**config.mk**
```make
export PLATFORM = sky130hd
export DESIGN_NAME = scene_triangle_streamer
export DESIGN_NICKNAME = d
export VERILOG_FILES = /design/src/rtl/types_pkg.sv /design/src/rtl/skid_buffer.sv /design/src/rtl/scene_triangle_streamer.sv
export SDC_FILE = /design/constraint.sdc
export NUM_CORES = 1
export LEC_CHECK = 0
export ABC_AREA = 1
export CAP_MARGIN = 20
export CORE_UTILIZATION = 50
export DETAILED_ROUTE_END_ITERATION = 16
export PLACE_DENSITY = 0.76
export SLEW_MARGIN = 0
export SYNTH_ARGS = -nofsm -noshare
export SYNTH_HDL_FRONTEND = slang
export SYNTH_SLANG_ARGS = --single-unit
```
**constraint.sdc**
```tcl
create_clock -name clk -period 6.1 [get_ports clk]
set_input_delay 1.22 -clock clk [delete_from_list [all_inputs] [get_ports clk]]
set_output_delay 1.22 -clock clk [all_outputs]
set_load 0.05 [all_outputs]
```
**src/rtl/types_pkg.sv**
```systemverilog
// Shared scene/model/triangle types plus the streamer FSM encoding.
package types_pkg;

  localparam int MAX_OUTSTANDING_DEFAULT = 4;
  localparam int MODEL_ID_W = 8;
  localparam int TRI_IDX_W = 8;

  typedef enum logic [1:0] {IDLE, ISSUE, DRAIN} streamer_state_t;

  typedef struct packed {
    logic [MODEL_ID_W-1:0] model_id;
    logic [31:0]           transform;
  } modelinstance_t;

  typedef struct packed {
    logic last;
  } modelinstance_meta_t;

  typedef struct packed {
    logic [MODEL_ID_W-1:0] model_index;
    logic [TRI_IDX_W-1:0]  triangle_index;
  } modelbuf_read_t;

  typedef struct packed {
    logic [31:0] vertices;
  } triangle_t;

  typedef struct packed {
    logic last;
  } triangle_meta_t;

  typedef struct packed {
    logic [31:0] transform;
    triangle_t   triangle;
  } triangle_tf_t;

  typedef struct packed {
    logic triangle_last;
    logic model_last;
  } triangle_tf_meta_t;

endpackage

```
**src/rtl/skid_buffer.sv**
```systemverilog
// Two-entry valid/ready stage; in_ready depends only on the skid register,
// so upstream ready is registered while throughput stays at one beat per cycle.
module skid_buffer #(
  parameter type T = logic
) (
  input  logic clk,
  input  logic rstn,
  input  logic in_valid,
  output logic in_ready,
  input  T     in_data,
  output logic out_valid,
  input  logic out_ready,
  output T     out_data
);

  T     skid_data_p0;
  T     out_data_p1;
  logic skid_vld_p0;
  logic out_vld_p1;
  logic in_fire;
  logic load_out;

  assign in_ready  = !skid_vld_p0;
  assign in_fire   = in_valid && in_ready;
  assign load_out  = out_ready || !out_vld_p1;
  assign out_valid = out_vld_p1;
  assign out_data  = out_data_p1;

  always_ff @(posedge clk or negedge rstn) begin
    if (!rstn) begin
      out_vld_p1  <= 1'b0;
      skid_vld_p0 <= 1'b0;
    end else if (load_out) begin
      out_vld_p1  <= skid_vld_p0 || in_fire;
      skid_vld_p0 <= 1'b0;
    end else if (in_fire) begin
      skid_vld_p0 <= 1'b1;
    end
  end

  // stage p0 -> p1: the skid entry always drains before new input is taken
  always_ff @(posedge clk) begin
    if (load_out) out_data_p1 <= skid_vld_p0 ? skid_data_p0 : in_data;
    if (!load_out && in_fire) skid_data_p0 <= in_data;
  end

endmodule

```
**src/rtl/scene_triangle_streamer.sv**
```systemverilog
// Pairs each scene instance with its model's triangles, keeping several
// model-buffer reads in flight and discarding those issued past the last triangle.
module scene_triangle_streamer
  import types_pkg::*;
#(
  parameter int MAX_OUTSTANDING    = MAX_OUTSTANDING_DEFAULT,
  parameter int MAX_TRIANGLE_COUNT = 100
) (
  input  logic                clk,
  input  logic                rstn,
  input  logic                scene_in_valid,
  output logic                scene_in_ready,
  input  modelinstance_t      scene_in_data,
  input  modelinstance_meta_t scene_in_metadata,
  output logic                model_out_valid,
  input  logic                model_out_ready,
  output modelbuf_read_t      model_out_data,
  input  logic                model_in_valid,
  output logic                model_in_ready,
  input  triangle_t           model_in_data,
  input  triangle_meta_t      model_in_metadata,
  output logic                triangle_tf_out_valid,
  input  logic                triangle_tf_out_ready,
  output triangle_tf_t        triangle_tf_out_data,
  output triangle_tf_meta_t   triangle_tf_out_metadata,
  output logic                overrun_error
);

  localparam int OUT_W = $clog2(MAX_OUTSTANDING + 1);
  localparam logic [OUT_W-1:0]     OUT_MAX  = OUT_W'(MAX_OUTSTANDING);
  localparam logic [TRI_IDX_W-1:0] IDX_END  = TRI_IDX_W'(MAX_TRIANGLE_COUNT);
  localparam logic [TRI_IDX_W-1:0] IDX_LAST = TRI_IDX_W'(MAX_TRIANGLE_COUNT - 1);

  typedef struct packed {
    triangle_tf_t      data;
    triangle_tf_meta_t meta;
  } beat_t;

  streamer_state_t     state;
  modelinstance_t      cur, pend;
  modelinstance_meta_t cur_meta, pend_meta;
  logic                pend_valid, last_seen;
  logic [OUT_W-1:0]    outstanding, outstanding_next;
  logic [TRI_IDX_W-1:0] req_idx, rsp_idx;
  logic scene_fire, req_fire, rsp_fire, fwd_valid, fwd_ready;
  logic at_limit, model_done, go_next, load_cur;
  beat_t fwd_beat, out_beat;

  assign scene_in_ready  = !pend_valid;
  assign scene_fire      = scene_in_valid && scene_in_ready;
  assign model_out_valid = (state == ISSUE) && (outstanding < OUT_MAX) &&
                           (req_idx < IDX_END) && !last_seen;
  assign model_out_data  = '{model_index: cur.model_id, triangle_index: req_idx};
  assign req_fire        = model_out_valid && model_out_ready;
  assign fwd_valid       = (state == ISSUE) && model_in_valid;
  assign model_in_ready  = (state == DRAIN) || ((state == ISSUE) && fwd_ready);
  assign rsp_fire        = model_in_valid && model_in_ready;
  assign at_limit        = (rsp_idx == IDX_LAST);
  assign model_done      = (state == ISSUE) && rsp_fire && (model_in_metadata.last || at_limit);

  always_comb begin
    outstanding_next = outstanding;
    if (req_fire && !rsp_fire)      outstanding_next = outstanding + OUT_W'(1);
    else if (rsp_fire && !req_fire) outstanding_next = outstanding - OUT_W'(1);
  end

  // A finished model hands over immediately when nothing is left in flight.
  assign go_next  = (model_done || (state == DRAIN)) && (outstanding_next == '0);
  assign load_cur = pend_valid && ((state == IDLE) || go_next);

  always_ff @(posedge clk or negedge rstn) begin
    if (!rstn) begin
      state         <= IDLE;
      pend_valid    <= 1'b0;
      outstanding   <= '0;
      req_idx       <= '0;
      rsp_idx       <= '0;
      last_seen     <= 1'b0;
      overrun_error <= 1'b0;
    end else begin
      outstanding <= outstanding_next;
      if (req_fire) req_idx <= req_idx + TRI_IDX_W'(1);
      if ((state == ISSUE) && rsp_fire) rsp_idx <= rsp_idx + TRI_IDX_W'(1);
      if (scene_fire) pend_valid <= 1'b1;
      if (model_done) begin
        last_seen <= 1'b1;
        if (at_limit && !model_in_metadata.last) overrun_error <= 1'b1;
      end
      case (state)
        IDLE:    state <= IDLE;
        ISSUE:   if (model_done) state <= go_next ? IDLE : DRAIN;
        DRAIN:   if (go_next) state <= IDLE;
        default: state <= IDLE;
      endcase
      if (load_cur) begin
        state      <= ISSUE;
        pend_valid <= 1'b0;
        req_idx    <= '0;
        rsp_idx    <= '0;
        last_seen  <= 1'b0;
      end
    end
  end

  always_ff @(posedge clk) begin
    if (scene_fire) begin
      pend      <= scene_in_data;
      pend_meta <= scene_in_metadata;
    end
    if (load_cur) begin
      cur      <= pend;
      cur_meta <= pend_meta;
    end
  end

  assign fwd_beat = '{
    data: '{transform: cur.transform, triangle: model_in_data},
    meta: '{triangle_last: model_in_metadata.last || at_limit, model_last: cur_meta.last}
  };

  // response -> registered output stage
  skid_buffer #(.T(beat_t)) u_out_stage (
    .clk       (clk),
    .rstn      (rstn),
    .in_valid  (fwd_valid),
    .in_ready  (fwd_ready),
    .in_data   (fwd_beat),
    .out_valid (triangle_tf_out_valid),
    .out_ready (triangle_tf_out_ready),
    .out_data  (out_beat)
  );

  assign triangle_tf_out_data     = out_beat.data;
  assign triangle_tf_out_metadata = out_beat.meta;

endmodule

```
# --- Word level (Yosys, flattened, before mapping) ---
# Index checks and enable logic that the tools add are counted.
classes:
  n_addsub: 4
  order_cmp: 2
  n_eq_ne: 5
  mux: 18
  n_reduce_logical: 40
ops:
  columns: ["operator", "count"]
  rows:
  - ["$mux 66", 1]
  - ["$mux 8", 4]
  - ["$logic_and 1x1->1", 17]
  - ["$add 8x1->8 const B", 2]
  - ["$reduce_bool 2->1", 5]
  - ["$eq 8x7->1 const B", 1]
  - ["$logic_not 1->1", 8]
  - ["$lt 8x7->1 const B", 1]
  - ["$mux 2", 4]
  - ["$logic_or 1x1->1", 6]
  - ["$mux 1", 6]
  - ["$mux 3", 2]
  - ["$ne 3x3->1 const B", 2]
  - ["$pmux 2 s2", 1]
  - ["$reduce_and 2->1", 2]
  - ["$add 3x1->3 const B", 1]
  - ["$logic_not 3->1", 1]
  - ["$lt 3x3->1 const B", 1]
  - ["$sub 3x1->3 const B", 1]
  - ["$eq 2x1->1 const B", 1]
  - ["$eq 2x2->1 const B", 1]
  - ["$logic_not 2->1", 1]
word_totals:
  register_bits: 240
  input_bits: 80
  output_inout_bits: 87
  wordCells: 92

# --- Longest topological paths before layout ---
depth:
  ltp_word: 15
  ltp_mapped: 15
  ltp_nobuf: 14

# --- Modules after synthesis ---
# A second synthesis with hierarchy kept.
unflattened:
  hier_cells: 607
  hier_area_um2: 8866.0
modules_own_cells:
  columns: ["mod", "instances", "cells_each", "area_per_inst_um2", "seq_area_each_um2"]
  rows:
  - ["skid_buffer", 1, 355, 4928.5, 4013.8]
  - ["scene_triangle_streamer", 1, 252, 3937.5, 3062.9]

# --- Worst setup path after synthesis ---
# No wires, ideal clock.
synth_path:
  kind: "input to register"
  start: "input triangle_tf_out_ready"
  end: "register u_out_stage.skid_data_p0[0] (netlist name), enable pin"
  setup_time_ns: 0.490
  arrival_ns: 5.710
  required_ns: 5.610
  path_slack_ns: -0.100
  stages: 3
  path_buffers: 0
  path_cell_list: "inv_1 -> nand2_1 -> nor2_1"
synth_between:
  elab_chain_len: 3
synth_lines:
  columns: ["item", "line_no", "text"]
  rows:
  - ["start, declared", "scene_triangle_streamer.sv:23", "input logic triangle_tf_out_ready,"]
  - ["$logic_or 1x1->1", "skid_buffer.sv:25", "assign load_out = out_ready || !out_vld_p1;"]
  - ["via u_out_stage.load_out", "skid_buffer.sv:21", "logic load_out;"]
  - ["$logic_not 1->1", "skid_buffer.sv:44", "if (!load_out && in_fire) skid_data_p0 <= in_data;"]
  - ["$logic_and 1x1->1", "skid_buffer.sv:44", null]
  - ["end signal, assigned", "skid_buffer.sv:44", null]
  - ["end, declared", "skid_buffer.sv:16", "T skid_data_p0;"]
# The timed path passes the listed nets, and every way through them passes these cells.
# A chain may end at the register's enable or synchronous reset.

# --- Final worst setup path ---
layout_path:
  start: "register u_out_stage.skid_vld_p0"
  end: "output model_in_ready"
layout_between:
  elab_chain_len: 3
layout_lines:
  columns: ["item", "line_no", "text"]
  rows:
  - ["start, declared", "skid_buffer.sv:18", "logic skid_vld_p0;"]
  - ["start signal, assigned", "skid_buffer.sv:32", "skid_vld_p0 <= 1'b0;"]
  - ["start signal, assigned", "skid_buffer.sv:35", "skid_vld_p0 <= 1'b0;"]
  - ["start signal, assigned", "skid_buffer.sv:37", "skid_vld_p0 <= 1'b1;"]
  - ["$logic_not 1->1", "skid_buffer.sv:23", "assign in_ready = !skid_vld_p0;"]
  - ["$logic_and 1x1->1", "scene_triangle_streamer.sv:56", "assign model_in_ready = (state == DRAIN) || ((state == ISSUE) && fwd_ready);"]
  - ["$logic_or 1x1->1", "scene_triangle_streamer.sv:56", null]
  - ["end, declared", "scene_triangle_streamer.sv:19", "output logic model_in_ready,"]
# No other way between the ends.

==> results.py <==
metrics = {
    "status": {
        "status": "finished, final reports clean",
    },
    "die": {
        "die_h_um": 134,
        "rows": 48,
        "io-pin-count": 167,
        "die_area_mm2": 0.0181,
        "core_mm2": 0.0172,
        "start_util_pct": 51.0,
        "die_x_um": 134,
    },
    "sta": {
        "fin_setup_tns_ns": 0,
        "relSlewSlack_pct": 40.0,
        "hold_viol": 0,
        "final-max-slew-violation-count": 0,
        "max_slew.worst_pin.slew_ns": 0.900,
        "finalCritPeriodShare_pct": 64.5,
        "setup_violations": 0,
        "skew_ns": 0.0149,
        "achievable-frequency_mhz": 254,
        "final.min_clock_period_ns": 3.94,
        "rsz0062_at_grt": "false",
    },
    "worst_setup_path": {
        "critPathRequiredTime_ns": 4.88,
        "slowest_delay_ns": 0.71,
        "end_kind": "output port",
        "cp_data_arrival_time_ns": 2.72,
        "cp-start-kind": "flop",
        "crit_path_max_fanout": 68,
        "crit_chain": "clkinv_2, nand3_1, nand2_1, clkdlybuf4s50_1",
        "slowest_stage": "clkdlybuf4s50_1",
        "timing_worst_setup_path_type": "flop to output port",
    },
    "drt": {
        "drc": 0,
        "drtIter0Drc": 292,
        "first_pass_iters": 4,
        "wl_um": 15000,
        "avgViaCountPerCell": 4.76,
        "wl_per_cell_um": 14.6,
        "postRouteAntennaNets": 0,
        "vias": 4873,
    },
    "finish": {
        "area_growth_pct": 30.2,
        "multiInputGateArea_mm2": 0.00144,
        "final_util_pct": 66.4,
        "drive_above_1_share_pct": 8.51,
        "register_area_mm2": 0.00708,
        "fillers": 1166,
        "fin_area_mm2": 0.0114,
        "nets": 865,
        "diodes": 0,
    },
    "clocking": {
        "cts_buffer_depth": 3,
        "htreeDepth": 1,
        "numCtsBuffers": 24,
        "path_clk_slew_ns": 0.06,
        "cts_tree": "done",
        "cts_resized": 0,
        "clk_latency_ns": 0.51,
        "postCtsHoldBufs": 0,
        "clock-sinks": 240,
        "cts_root_buf": "clkbuf_16",
        "postCtsSetupBuffers": 0,
    },
    "pwr": {
        "power.internal_mw": 3.72,
        "power-per-cell-area_mw_per_mm2": 509,
        "power_frac_seq_pct": 43.6,
        "ir_drop_mv": 0.291,
        "power.switching_mw": 2.08,
        "combPwrFrac_pct": 32.4,
        "p_clk_share_pct": 24.0,
        "switching_share_pct": 35.8,
        "p_leak_nw": 4.41,
        "total_power_mw": 5.81,
    },
    "global_routing": {
        "grt_pass1_wl_um": 23500,
        "gr-total-overflow": 0,
        "grt_usage_pct": 16.7,
        "grt_pass1_vias": 4775,
        "antenna_found_initial": 0,
        "grt_start_max_net_pins": 70,
    },
    "job": {
        "drv_cap": 0,
    },
    "placement": {
        "port-buffer-count": 166,
        "hpwl_um": 9800,
        "place_area_mm2": 0.0106,
        "gp_congestion": 0.791,
    },
    "yosys": {
        "synthCells": 609,
        "avgSynthCellArea_um2": 14.4,
        "ys_seq_area_share_pct": 80.8,
        "syn-num-nets": 693,
        "netlist_area_mm2": 0.00876,
        "synth.distinct_cells": 33,
        "ys_warn_count": 0,
        "ys_seq_elements": 240,
    },
    "worst_hold_path": {
        "hold_class": "flop to flop",
    },
}
## Yosys cell counts (all sizes together)
library cell / n / share of area, %
buf: 10 / 1.0
nor3: 4 / 0.23
nand4: 1 / 0.071
o21ai: 5 / 0.29
o31ai: 1 / 0.086
a21oi: 7 / 0.40
clkbuf: 14 / 0.60
clkinv: 1 / 0.057
inv: 30 / 1.3
xor2: 8 / 0.80
nand2: 232 / 10
ha: 4 / 0.57
dfrtp: 26 / 7.4
nor3b: 1 / 0.086
nand3b: 1 / 0.086
edfxtp: 214 / 73
o21bai: 1 / 0.086
nor2: 26 / 1.6
xnor2: 4 / 0.40
a21boi: 1 / 0.13
nand3: 18 / 1.2
## cell families after synthesis
family | Yosys count | synth area share, %
AOI/OAI and AO/OA | 15 | 0.985
and+or+nand+nor | 283 | 13.4
adders and majority gates | 4 | 0.571
xor gates and xnor gates | 12 | 1.20
DFF | 240 | 80.8
buffers and inverters | 55 | 3.04
## area by class of cell
cell class / instances / share of cell area, %
clock buffer: 28 / 5.40
inverter: 31 / 1.08
sequential: 240 / 62.1
timing repair buffer: 170 / 15.1
tap: 225 / 2.47
multi-input combinational: 314 / 12.6
clock inverter: 16 / 1.28
## critical path, delay by kind of cell, from the launching register on
| family | cells | cell delay (ns) |
|---|---|---|
| DFF | 1 | 0.36 |
| buffers and inverters | 2 | 1.37 |
| and+or+nand+nor | 2 | 0.48 |
## layout by cell type, fill, tap and decap left out, drive strengths merged
cell type,n
a21boi,1
a21oi,7
buf,4
bufinv,2
clkbuf,28
clkdlybuf4s50,166
clkinv,12
clkinvlp,3
dfrtp,26
edfxtp,214
ha,4
inv,30
nand2,232
nand3,18
nand3b,1
nand4,1
nor2,26
nor3,4
nor3b,1
o21ai,5
o21bai,1
o31ai,1
xnor2,4
xor2,8
## flip-flops by register name, indices dropped and copies added, names as in the netlist
signal,flops
rsp_idx,8
u_out_stage.out_valid,1
req_idx,8
u_out_stage.skid_data_p0,66
cur_meta,1
last_seen,1
cur,32
pend_meta,1
pend_valid,1
outstanding,3
state,2
model_out_data,8
u_out_stage.out_data,66
pend,40
overrun_error,1
u_out_stage.skid_vld_p0,1
## layer usage
| layer | global-route usage, % | vias up | wire, um | share of wire [%] |
|---|---|---|---|---|
| li1 | - | 2407 | - | - |
| met1 | 21.9 | 2255 | 6370 | 43 |
| met2 | 28.1 | 182 | 7110 | 48 |
| met3 | 3.89 | 29 | 1160 | 7.7 |
| met4 | 4.87 | 0 | 317 | 2.1 |
| met5 | 0 | - | 0 | 0 |
## power by group through the flow
stage | clock network, mW | logic, mW | registers, mW
after floorplan | 0 | 0.649 | 3.18
after global placement | 0 | 1.84 | 2.55
after detailed placement | 0 | 1.88 | 2.56
after CTS | 1.42 | 1.88 | 2.54
after global routing | 1.49 | 1.99 | 2.57
final | 1.39 | 1.88 | 2.53
## metrics by stage
step / instances / worst slack [ns] / hold slack (ns)
floorplan: 609 / 0.635 / 0.400
global placement: 978 / 2.31 / 0.401
detailed placement: 979 / 2.25 / 0.405
CTS: 1023 / 2.08 / 0.417
global route: 1024 / 1.99 / 0.421
finish: 1024 / 2.16 / 0.416
## path summary, 6_finish.rpt
check                           cells past startpoint                                   to                                 from  slack [ns]
worst min register to register                      0                    cur[21]$_DFFE_PN_                   pend[21]$_DFFE_PP_        0.42
worst max register to register                     12                    cur[17]$_DFFE_PN_  u_out_stage.skid_vld_p0$_DFFE_PN0P_        2.95
min in group asynchronous                           1               req_idx[4]$_DFFE_PN0P_                                 rstn        1.12
worst min-delay path                                0                    cur[21]$_DFFE_PN_                   pend[21]$_DFFE_PP_        0.42
worst max-delay path                                4                       model_in_ready  u_out_stage.skid_vld_p0$_DFFE_PN0P_        2.16
max in group asynchronous                           2  u_out_stage.skid_vld_p0$_DFFE_PN0P_                                 rstn        4.43
Power figures use the tool's default switching activity.
